[src/rtl/grid_pkg.sv]
// Shared types and helpers for the grid puzzle engine.
// Optional feature macro used by the core: UNDO_EN.
package grid_pkg;

  typedef enum logic [1:0] {StIdle, StScramble, StFixup} state_e;

  localparam logic [15:0] LFSR_MASK = 16'hB400;

  // Wide enough to hold any line index and GRID_N itself (GRID_N <= 8).
  localparam int unsigned MAX_IDX_W = 4;

  typedef struct packed {
    logic                 is_col;
    logic [MAX_IDX_W-1:0] index;
    logic                 sub;
  } move_t;

  function automatic int unsigned idx_width(int unsigned n);
    return (n <= 2) ? 1 : $clog2(n);
  endfunction

endpackage

[src/rtl/grid_puzzle_core_if.sv]
// User move command handshake between input conditioning and the puzzle core.
interface grid_puzzle_core_if #(
  parameter int unsigned IDX_W = 2
);
  logic             cmd_valid;
  logic             cmd_ready;
  logic             cmd_is_col;
  logic [IDX_W-1:0] cmd_index;
  logic             cmd_sub;

  modport master (output cmd_valid, cmd_is_col, cmd_index, cmd_sub, input cmd_ready);
  modport slave  (input cmd_valid, cmd_is_col, cmd_index, cmd_sub, output cmd_ready);
endinterface

[src/rtl/grid_lfsr.sv]
// Free-running 16-bit Galois LFSR (right shift, mask 16'hB400); reloads SEED on reset.
module grid_lfsr
  import grid_pkg::*;
#(
  parameter logic [15:0] SEED = 16'hACE1
) (
  input  logic        clk,
  input  logic        reset,
  output logic [15:0] state
);
  logic [15:0] state_q;

  always_ff @(posedge clk) begin
    if (reset) state_q <= SEED;
    else       state_q <= (state_q >> 1) ^ (state_q[0] ? LFSR_MASK : 16'h0000);
  end

  assign state = state_q;
endmodule

[src/rtl/grid_puzzle_core.sv]
// N x N modular cell engine: row/column fire moves, LFSR scramble, solved flag, move counter.
// Define UNDO_EN to build the single-level undo of the last user move.
module grid_puzzle_core
  import grid_pkg::*;
#(
  parameter int unsigned GRID_N         = 4,
  parameter int unsigned STATE_BITS     = 2,
  parameter int unsigned SCRAMBLE_MOVES = 16,
  parameter logic [15:0] LFSR_SEED      = 16'hACE1,
  parameter int unsigned MOVE_CNT_W     = 16
) (
  input  logic                                 clk,
  input  logic                                 reset,
  grid_puzzle_core_if.slave                    cmd,
  input  logic                                 scramble_start,
  input  logic                                 undo,
  output logic                                 busy,
  output logic [GRID_N*GRID_N*STATE_BITS-1:0]  cells,
  output logic                                 solved,
  output logic [MOVE_CNT_W-1:0]                move_count
);
  localparam int unsigned IDX_W   = idx_width(GRID_N);
  localparam int unsigned CELLS_W = GRID_N * GRID_N * STATE_BITS;
  localparam logic [MAX_IDX_W-1:0] N_IDX = MAX_IDX_W'(GRID_N);

  state_e                state_q, state_d;
  logic [CELLS_W-1:0]    cells_q, cells_d;
  logic                  solved_q;
  logic [MOVE_CNT_W-1:0] move_q, move_d;
  logic [7:0]            scr_q, scr_d;
  logic [15:0]           lfsr;
  logic                  ready, apply;
  move_t                 mv;
  logic [MAX_IDX_W-1:0]  cmd_idx, scr_raw, scr_idx;
  logic                  unused_bits;

`ifdef UNDO_EN
  move_t rec_q, rec_d;
  logic  rec_valid_q, rec_valid_d;
  assign unused_bits = ^lfsr[14:IDX_W];
`else
  assign unused_bits = ^{undo, lfsr[14:IDX_W]};
`endif

  grid_lfsr #(.SEED(LFSR_SEED)) u_lfsr (.clk(clk), .reset(reset), .state(lfsr));

  function automatic logic is_uniform(logic [CELLS_W-1:0] g);
    is_uniform = 1'b1;
    for (int unsigned i = 1; i < GRID_N * GRID_N; i++) begin
      if (g[i*STATE_BITS +: STATE_BITS] != g[STATE_BITS-1:0]) is_uniform = 1'b0;
    end
  endfunction

  function automatic logic [CELLS_W-1:0] apply_move(logic [CELLS_W-1:0] g, move_t m);
    logic hit;
    apply_move = g;
    for (int unsigned r = 0; r < GRID_N; r++) begin
      for (int unsigned c = 0; c < GRID_N; c++) begin
        hit = m.is_col ? (m.index == MAX_IDX_W'(c)) : (m.index == MAX_IDX_W'(r));
        if (hit) begin
          apply_move[(r*GRID_N+c)*STATE_BITS +: STATE_BITS] = m.sub
            ? g[(r*GRID_N+c)*STATE_BITS +: STATE_BITS] - STATE_BITS'(1)
            : g[(r*GRID_N+c)*STATE_BITS +: STATE_BITS] + STATE_BITS'(1);
        end
      end
    end
  endfunction

  always_comb begin
    state_d = state_q;
    move_d  = move_q;
    scr_d   = scr_q;
    apply   = 1'b0;
    mv      = '0;
    ready   = 1'b0;
`ifdef UNDO_EN
    rec_d       = rec_q;
    rec_valid_d = rec_valid_q;
`endif
    cmd_idx = MAX_IDX_W'(cmd.cmd_index);
    scr_raw = MAX_IDX_W'(lfsr[IDX_W-1:0]);
    scr_idx = (scr_raw >= N_IDX) ? scr_raw - N_IDX : scr_raw;

    unique case (state_q)
      StIdle: begin
        ready = !scramble_start;
`ifdef UNDO_EN
        if (undo) ready = 1'b0;
`endif
        if (scramble_start) begin
          state_d = StScramble;
          move_d  = '0;
          scr_d   = 8'(SCRAMBLE_MOVES);
`ifdef UNDO_EN
          rec_valid_d = 1'b0;
        end else if (undo) begin
          if (rec_valid_q) begin
            apply       = 1'b1;
            mv          = rec_q;
            mv.sub      = ~rec_q.sub;
            rec_valid_d = 1'b0;
            if (move_q != '0) move_d = move_q - MOVE_CNT_W'(1);
          end
`endif
        end else if (cmd.cmd_valid && ready && cmd_idx < N_IDX) begin
          // Out-of-range indices are accepted but have no effect.
          apply     = 1'b1;
          mv.is_col = cmd.cmd_is_col;
          mv.index  = cmd_idx;
          mv.sub    = cmd.cmd_sub;
          if (move_q != '1) move_d = move_q + MOVE_CNT_W'(1);
`ifdef UNDO_EN
          rec_d       = mv;
          rec_valid_d = 1'b1;
`endif
        end
      end
      StScramble: begin
        apply     = 1'b1;
        mv.is_col = lfsr[15];
        mv.index  = scr_idx;
        scr_d     = scr_q - 8'd1;
        if (scr_q <= 8'd1) state_d = StFixup;
      end
      StFixup: begin
        // A scramble must never leave the puzzle already solved.
        apply   = is_uniform(cells_q);
        state_d = StIdle;
      end
      default: state_d = StIdle;
    endcase

    cells_d = apply ? apply_move(cells_q, mv) : cells_q;
  end

  always_ff @(posedge clk) begin
    if (reset) begin
      state_q  <= StIdle;
      cells_q  <= '0;
      solved_q <= 1'b1;
      move_q   <= '0;
      scr_q    <= '0;
`ifdef UNDO_EN
      rec_q       <= '0;
      rec_valid_q <= 1'b0;
`endif
    end else begin
      state_q  <= state_d;
      cells_q  <= cells_d;
      solved_q <= is_uniform(cells_q);
      move_q   <= move_d;
      scr_q    <= scr_d;
`ifdef UNDO_EN
      rec_q       <= rec_d;
      rec_valid_q <= rec_valid_d;
`endif
    end
  end

  assign cmd.cmd_ready = ready;
  assign busy          = (state_q != StIdle);
  assign cells         = cells_q;
  assign solved        = solved_q;
  assign move_count    = move_q;
endmodule

[src/flat_wrapper.sv]
// flat-port wrapper written by rule: the top's interface ports become plain ports
module grid_puzzle_core_flat import grid_pkg::*;
#(
  parameter int unsigned GRID_N         = 4,
  parameter int unsigned STATE_BITS     = 2,
  parameter int unsigned SCRAMBLE_MOVES = 16,
  parameter logic [15:0] LFSR_SEED      = 16'hACE1,
  parameter int unsigned MOVE_CNT_W     = 16
)
  (clk, reset, scramble_start, undo, busy, cells, solved, move_count, cmd_cmd_valid, cmd_cmd_is_col, cmd_cmd_index, cmd_cmd_sub, cmd_cmd_ready);
  grid_puzzle_core_if #(.IDX_W(2)) cmd_i ();
  input  logic clk;
  input  logic reset;
  input  logic scramble_start;
  input  logic undo;
  output logic busy;
  output logic [GRID_N*GRID_N*STATE_BITS-1:0] cells;
  output logic solved;
  output logic [MOVE_CNT_W-1:0] move_count;
  input wire logic [$bits(cmd_i.cmd_valid)-1:0] cmd_cmd_valid;
  input wire logic [$bits(cmd_i.cmd_is_col)-1:0] cmd_cmd_is_col;
  input wire logic [$bits(cmd_i.cmd_index)-1:0] cmd_cmd_index;
  input wire logic [$bits(cmd_i.cmd_sub)-1:0] cmd_cmd_sub;
  output wire logic [$bits(cmd_i.cmd_ready)-1:0] cmd_cmd_ready;
  assign cmd_i.cmd_valid = cmd_cmd_valid;
  assign cmd_i.cmd_is_col = cmd_cmd_is_col;
  assign cmd_i.cmd_index = cmd_cmd_index;
  assign cmd_i.cmd_sub = cmd_cmd_sub;
  assign cmd_cmd_ready = cmd_i.cmd_ready;
  grid_puzzle_core #(.GRID_N(GRID_N), .STATE_BITS(STATE_BITS), .SCRAMBLE_MOVES(SCRAMBLE_MOVES), .LFSR_SEED(LFSR_SEED), .MOVE_CNT_W(MOVE_CNT_W)) u_core (.clk(clk), .reset(reset), .cmd(cmd_i), .scramble_start(scramble_start), .undo(undo), .busy(busy), .cells(cells), .solved(solved), .move_count(move_count));
endmodule
[config.mk]
export PLATFORM = sky130hd
export DESIGN_NAME = grid_puzzle_core_flat
export DESIGN_NICKNAME = d
export VERILOG_FILES = /design/src/rtl/grid_pkg.sv /design/src/rtl/grid_puzzle_core_if.sv /design/src/rtl/grid_lfsr.sv /design/src/rtl/grid_puzzle_core.sv /design/src/flat_wrapper.sv
export SDC_FILE = /design/constraint.sdc
export NUM_CORES = 1
export LEC_CHECK = 0
export BUFFER_PORTS_ARGS = -buffer_cell sky130_fd_sc_hd__clkbuf_2
export CAP_MARGIN = 0
export CELL_PAD_IN_SITES_DETAIL_PLACEMENT = 0
export CELL_PAD_IN_SITES_GLOBAL_PLACEMENT = 1
export CORE_ASPECT_RATIO = 1.2
export CORE_MARGIN = 4
export CORE_UTILIZATION = 39
export CTS_BUF_LIST = sky130_fd_sc_hd__clkbuf_4 sky130_fd_sc_hd__clkbuf_8
export DETAILED_ROUTE_END_ITERATION = 10
export MAX_ROUTING_LAYER = met4
export PLACE_DENSITY = 0.75
export SLEW_MARGIN = 20
export SYNTH_ARGS = -nofsm -noshare
export SYNTH_HDL_FRONTEND = slang
export SYNTH_HIERARCHICAL = 1
export SYNTH_SLANG_ARGS = --single-unit
[constraint.sdc]
create_clock -name clk -period 3.05 [get_ports clk]
set_clock_uncertainty 0.05 [all_clocks]
set_input_delay 0 -clock clk [delete_from_list [all_inputs] [get_ports clk]]
set_output_delay 0 -clock clk [all_outputs]
set_load 0.05 [all_outputs]
# After elaboration in Yosys (flattened, before gate mapping)
# Index checks and enable logic that the tools add are counted.
# W data, S select, Z words.
# totals
ff_bits	75
output_inout_bits	51
# op_classes
n_addsub	34
n_lt_le_gt_ge	1
eq_ne	23
mux	60
bitwise	1
reduce_logical	27
# ops
op	n
$mux W16	4
$mux W2	18
$reduce_and A2 Y1	18
$add A2 B1 Y2 const B	16
$sub A2 B1 Y2 const B	16
$mux W1	31
$ne A2 B2 Y1	15
$add A16 B1 Y16 const B	1
$ne A16 B16 Y1 const B	1
$pmux W8 S2	1
$xor A15 B16 Y16	1
$mux W6	2
$pmux W5 S2	1
$eq A4 B2 Y1 const B	2
$le A8 B1 Y1 const B	1
$mux W8	1
$reduce_bool A2 Y1	4
$sub A8 B1 Y8 const B	1
$eq A4 B1 Y1 const B	1
$logic_not A4 Y1	1
$pmux W2 S2	1
$pmux W1 S3	1
$reduce_and A3 Y1	1
$eq A2 B1 Y1 const B	1
other kinds (6)	6

# Depth between registers and ports, before layout
# logic_depth
word_depth	18
ltp_mapped	9
ltp_nobuf	7

# By module
# The synthesis kept the hierarchy.
# modules_own_cells
module	n_inst	cells_each	area_each_um2	seq_area_each_um2
grid_puzzle_core	1	374	3091.7	1181.1
grid_lfsr	1	36	462.9	320.3

# Worst setup path before layout
# OpenSTA, ideal clock, no wires.
# synth_path
path_type	flip-flop to flip-flop
startpoint	register u_core.state_q[1]
endpoint	register u_core.cells_q[1] (netlist: u_core/cells[1])
setup_time_ns	0.070
arrival_time_ns	2.991
required_ns	2.930
slack_ns	-0.062
stages_incl_launch_ff	9
n_path_buf	2
synth_period_minus_slack_ns	3.112
cell_sequence	dfxtp_1 -> clkbuf_1 -> nor3_1 -> and3_1 -> buf_2 -> xnor2_1 -> or4_1 -> or3_1 -> a21oi_1
# synth_between
elab_chain_len	4
# synth_lines
element	line_no	text
from (decl)	grid_puzzle_core.sv:26	state_e state_q, state_d;
from (signal assigned)	grid_puzzle_core.sv:138	state_q <= StIdle;
from (signal assigned)	grid_puzzle_core.sv:148	state_q <= state_d;
$eq A2 B1 Y1 or $logic_not A2 Y1 (tied branches)	grid_puzzle_core.sv:84	unique case (state_q)
$pmux W5 S2	grid_puzzle_core.sv:84	
$logic_not A4 Y1	grid_puzzle_core.sv:59	hit = m.is_col ? (m.index == MAX_IDX_W'(c)) : (m.index == MAX_IDX_W'(r));
$reduce_and A2 Y1 (no line)	n/a	
to (signal assigned)	grid_puzzle_core.sv:149	cells_q <= cells_d;
to (decl)	grid_puzzle_core.sv:27	logic [CELLS_W-1:0] cells_q, cells_d;
# Parallel ways exist; a longest one is shown, timed or not.
# A chain may end at the register's enable or synchronous reset.

# Worst setup path after layout
# layout_path
startpoint	register u_core.cells_q[26] (netlist: u_core/cells[26])
endpoint	register u_core.cells_q[5] (netlist: u_core/cells[5])
# layout_between
elab_chain_len	6
# layout_lines
element	line_no	text
$ne A2 B2 Y1	grid_puzzle_core.sv:50	if (g[i*STATE_BITS +: STATE_BITS] != g[STATE_BITS-1:0]) is_uniform = 1'b0;
$mux W1 (3 in a row)	n/a	
$pmux W1 S3	grid_puzzle_core.sv:84	
$reduce_and A2 Y1 (no line)	n/a	
# Every way passes these cells.

==> impl_metrics.csv <==
group,metric,value,unit
layout,fill_cells,900,
floorplan,num_rows,37,
worst_hold_path,hold_end,"u_core/scr_q[4]",
route,wl_per_cell,14.6,um
layout,drive_gt1_share,18.8,%
floorplan,core_area,0.00875,sq mm
worst_setup_path,endpoint_kind,"flop",
sta,postLayoutSetupSlackWorst,228,ps
logic_synthesis,yosysWarnings,6,
layout,n_antenna_cell,0,
route,dr.pass1.iters,4,
grt,grt_max_degree,36,
worst_setup_path,worst-path-max-fanout,12,
power,p_leak,1.70,nW
route,finalWirelength,8590,um
grt,grt_pass1_vias,2870,
logic_synthesis,synthArstFlopShare,0,%
power,pwr-share-clk,26.9,%
layout,final_cell_mix,"75 x dfxtp_1, 59 x nor2_1, 58 x clkbuf_2",
sta,rsz0062_at_grt,"no",
sta,fin_tns_setup,0,ps
worst_setup_path,path_cells,"or4_1 > nor4_2 > o221ai_1 > o41a_1 > nor4_1 > mux2_2",
placed_design,dpl-instance-area,0.00396,sq mm
cts,ctsResizeCount,0,
power,intPower,0.00187,W
grt,antenna_found_initial,0,
logic_synthesis,syn_area,0.00355,sq mm
floorplan,die_area,0.0107,sq mm
route,drtIter0Drc,113,
cts,htree_levels,3,
layout,nNetsFinal,480,
sta,post-route-period-util,92.5,%
power,cellPowerDensity,721,mW/mm^2
power,p_switching,0.00114,W
cts,cts_hold_buf,0,
layout,area_delta_synth_final,17.6,%
worst_setup_path,reg2regPathDepth,6,
sta,fmax,354,MHz
worst_setup_path,r2r_start,"u_core/cells[26]",
run_status,status,"finished clean",
logic_synthesis,synth_fp_nets,422,
logic_synthesis,synth-edff-count,0,
placed_design,io_buffers,58,
layout,seqCellArea,0.00150,sq mm
cts,clkSlewWorstSetupHoldPaths,80,ps
worst_setup_path,worstPathRequired,3240,ps
power,swShare,37.8,%
worst_setup_path,worstPathArrival,3010,ps
logic_synthesis,synth.top_cell.area_share,42.2,%
cts,tritoncts,"built",
worst_setup_path,max_stage_delay,610,ps
logic_synthesis,synth-seq-cells,75,
worst_setup_path,start_kind,"flop",
floorplan,initial_core_util,40.6,%
sta,hold_viol_final,0,
floorplan,dieHeight,113,um
worst_setup_path,reg2reg_to,"u_core/cells[5]",
layout,design_area,0.00418,sq mm
placed_design,dp.final_hpwl,6300,um
logic_synthesis,synth_area_leader_cell,"dfxtp_1",
job,max_cap_viol_count,0,
layout,multi_input_area,0.00193,sq mm
worst_hold_path,hp-class,"input pin to flop",
cts,root_buffer,"clkbuf_8",
power,peakVddDrop,0.000240,V
cts,clk_latency,350,ps
grt,grt.total_usage,17.1,%
cts,cts.sinks,75,
layout,layout_commonest_cell,"dfxtp_1",
cts,cts_buffers,9,
worst_hold_path,min_from,"scramble_start",
placed_design,dp_slack,219,ps
sta,fin_crit,2820,ps
logic_synthesis,ys_seq_area_share,42.2,%
worst_setup_path,cp_slowest_cell,"o41a_1",
power,finalPower,0.00301,W
worst_setup_path,critPathKind,"flop to flop",
cts,cts_setup_buffers,0,
worst_hold_path,hold_path_depth,3,
logic_synthesis,syn_inst,410,
power,comb_power_share,32.1,%
worst_setup_path,reg2reg_setup_slack,230,ps
route,drc,0,
logic_synthesis,synth.distinct_cells,47,
sta,max_slew_margin,40.9,%
floorplan,io_pins,60,
power,p_seq_share,41.0,%
floorplan,die_w,95.2,um
logic_synthesis,synthTopCellsByArea,"dfxtp_1 42%, xnor2_1 7.4%, xor2_1 6.9%",
route,vias_per_cell,5.17,
logic_synthesis,yosys_most_used_dff,"dfxtp_1",
sta,worstMarginPinSlew,886,ps
logic_synthesis,postSynthAreaPerCell,8.67,sq um
cts,cts.path.max_buffers,2,
sta,slew_violations,0,
route,antenna_left,0,
worst_setup_path,cp-startpoint,"u_core/cells[26]",
grt,grt_pass1_wl,14100,um
route,vias,3048,
grt,grt_overflow,0,
sta,setup_viol,0,
placed_design,gp_congestion,0.799,
metal layers:
layer	GRT usage (%)	up-vias	part of all wire, %
met2	25.6	62	47
met4	6.16	0	1.3
met5	-	-	0
met3	4.16	10	5.3
li1	-	1537	-
met1	22.3	1439	47
power groups by stage:
stage | combinational [W] | clock (W) | sequential, W
2_1_floorplan | 0.000545 | 0 | 0.00145
4_1_cts | 0.000974 | 0.000839 | 0.00124
6_report | 0.000967 | 0.000811 | 0.00124
3_5_place_dp | 0.000970 | 0 | 0.00126
5_1_grt | 0.00106 | 0.000884 | 0.00126
3_3_place_gp | 0.000966 | 0 | 0.00125
how the worst max path moves through the flow:
stage | to | slack (ps)
2_1_floorplan | u_core/cells[5] | 220
3_3_place_gp | u_core/cells[5] | 260
3_5_place_dp | u_core/cells[5] | 220
4_1_cts | u_core/cells[5] | 210
5_1_grt | u_core/cells[7] | 80
6_report | u_core/cells[5] | 230
per-stage QoR:
step | std cells | hold slack [ps] | util, %
finish | 590 | 42.9 | 47.8
global route | 590 | 47.0 | 47.8
CTS | 590 | 24.7 | 47.8
detailed placement | 574 | 339 | 45.3
global placement | 574 | 338 | 45.3
floorplan | 410 | 125 | -
critical path, delay by kind of cell, from the launching register on:
family,cells,cell delay (ps)
multiplexers,1,370
AO/OA/AOI/OAI,2,790
flip-flops,1,360
AND/OR/NAND/NOR,3,1150
cell type report:
type,instances,area share [%]
repair buffers,65,8.20
multi-input cells,306,46.2
well taps,117,3.50
inverters,11,0.987
flip-flops and latches,75,35.9
clock inverters,3,1.08
clock buffers,13,4.13
logic make-up after synthesis:
group                      count (synthesis)  synth area share, %
AOI/OAI and AO/OA                         51                 9.08
DFF                                       75                 42.2
and+or+nand+nor                          189                 28.2
buffers and inverters                     29                 3.56
xor gates and xnor gates                  58                 14.3
muxes                                      5                 1.55
adders and majority gates                  3                 1.06
cells in the mapped netlist (2+ instances only):
| cell | n |
|---|---|
| dfxtp_1 | 75 |
| nor2_1 | 59 |
| xnor2_1 | 30 |
| xor2_1 | 28 |
| a21oi_1 | 20 |
| nand2_1 | 19 |
| nor3_1 | 16 |
| clkbuf_1 | 14 |
| nand3_1 | 12 |
| inv_1 | 11 |
| nand4_1 | 11 |
| nor4_1 | 11 |
| o21ai_0 | 11 |
| or3_1 | 8 |
| or4_1 | 8 |
| and3_1 | 7 |
| and2b_1 | 6 |
| nor2b_1 | 6 |
| or2_1 | 6 |
| and2_1 | 5 |
| nand2b_1 | 5 |
| mux2_2 | 4 |
| o31ai_1 | 4 |
| ha_1 | 3 |
| o21a_1 | 3 |
| buf_2 | 2 |
| buf_6 | 2 |
| nand4bb_1 | 2 |
| nor4b_1 | 2 |
| nor4bb_1 | 2 |
| o311a_1 | 2 |
sequential cells by signal (all words and copies together) (netlist names):
signal	count
u_core/scr_q	8
u_core/state_q	2
u_core/cells	32
u_core/solved	1
u_core/u_lfsr/state	16
u_core/move_count	16
(Power assumes the default switching activity.)
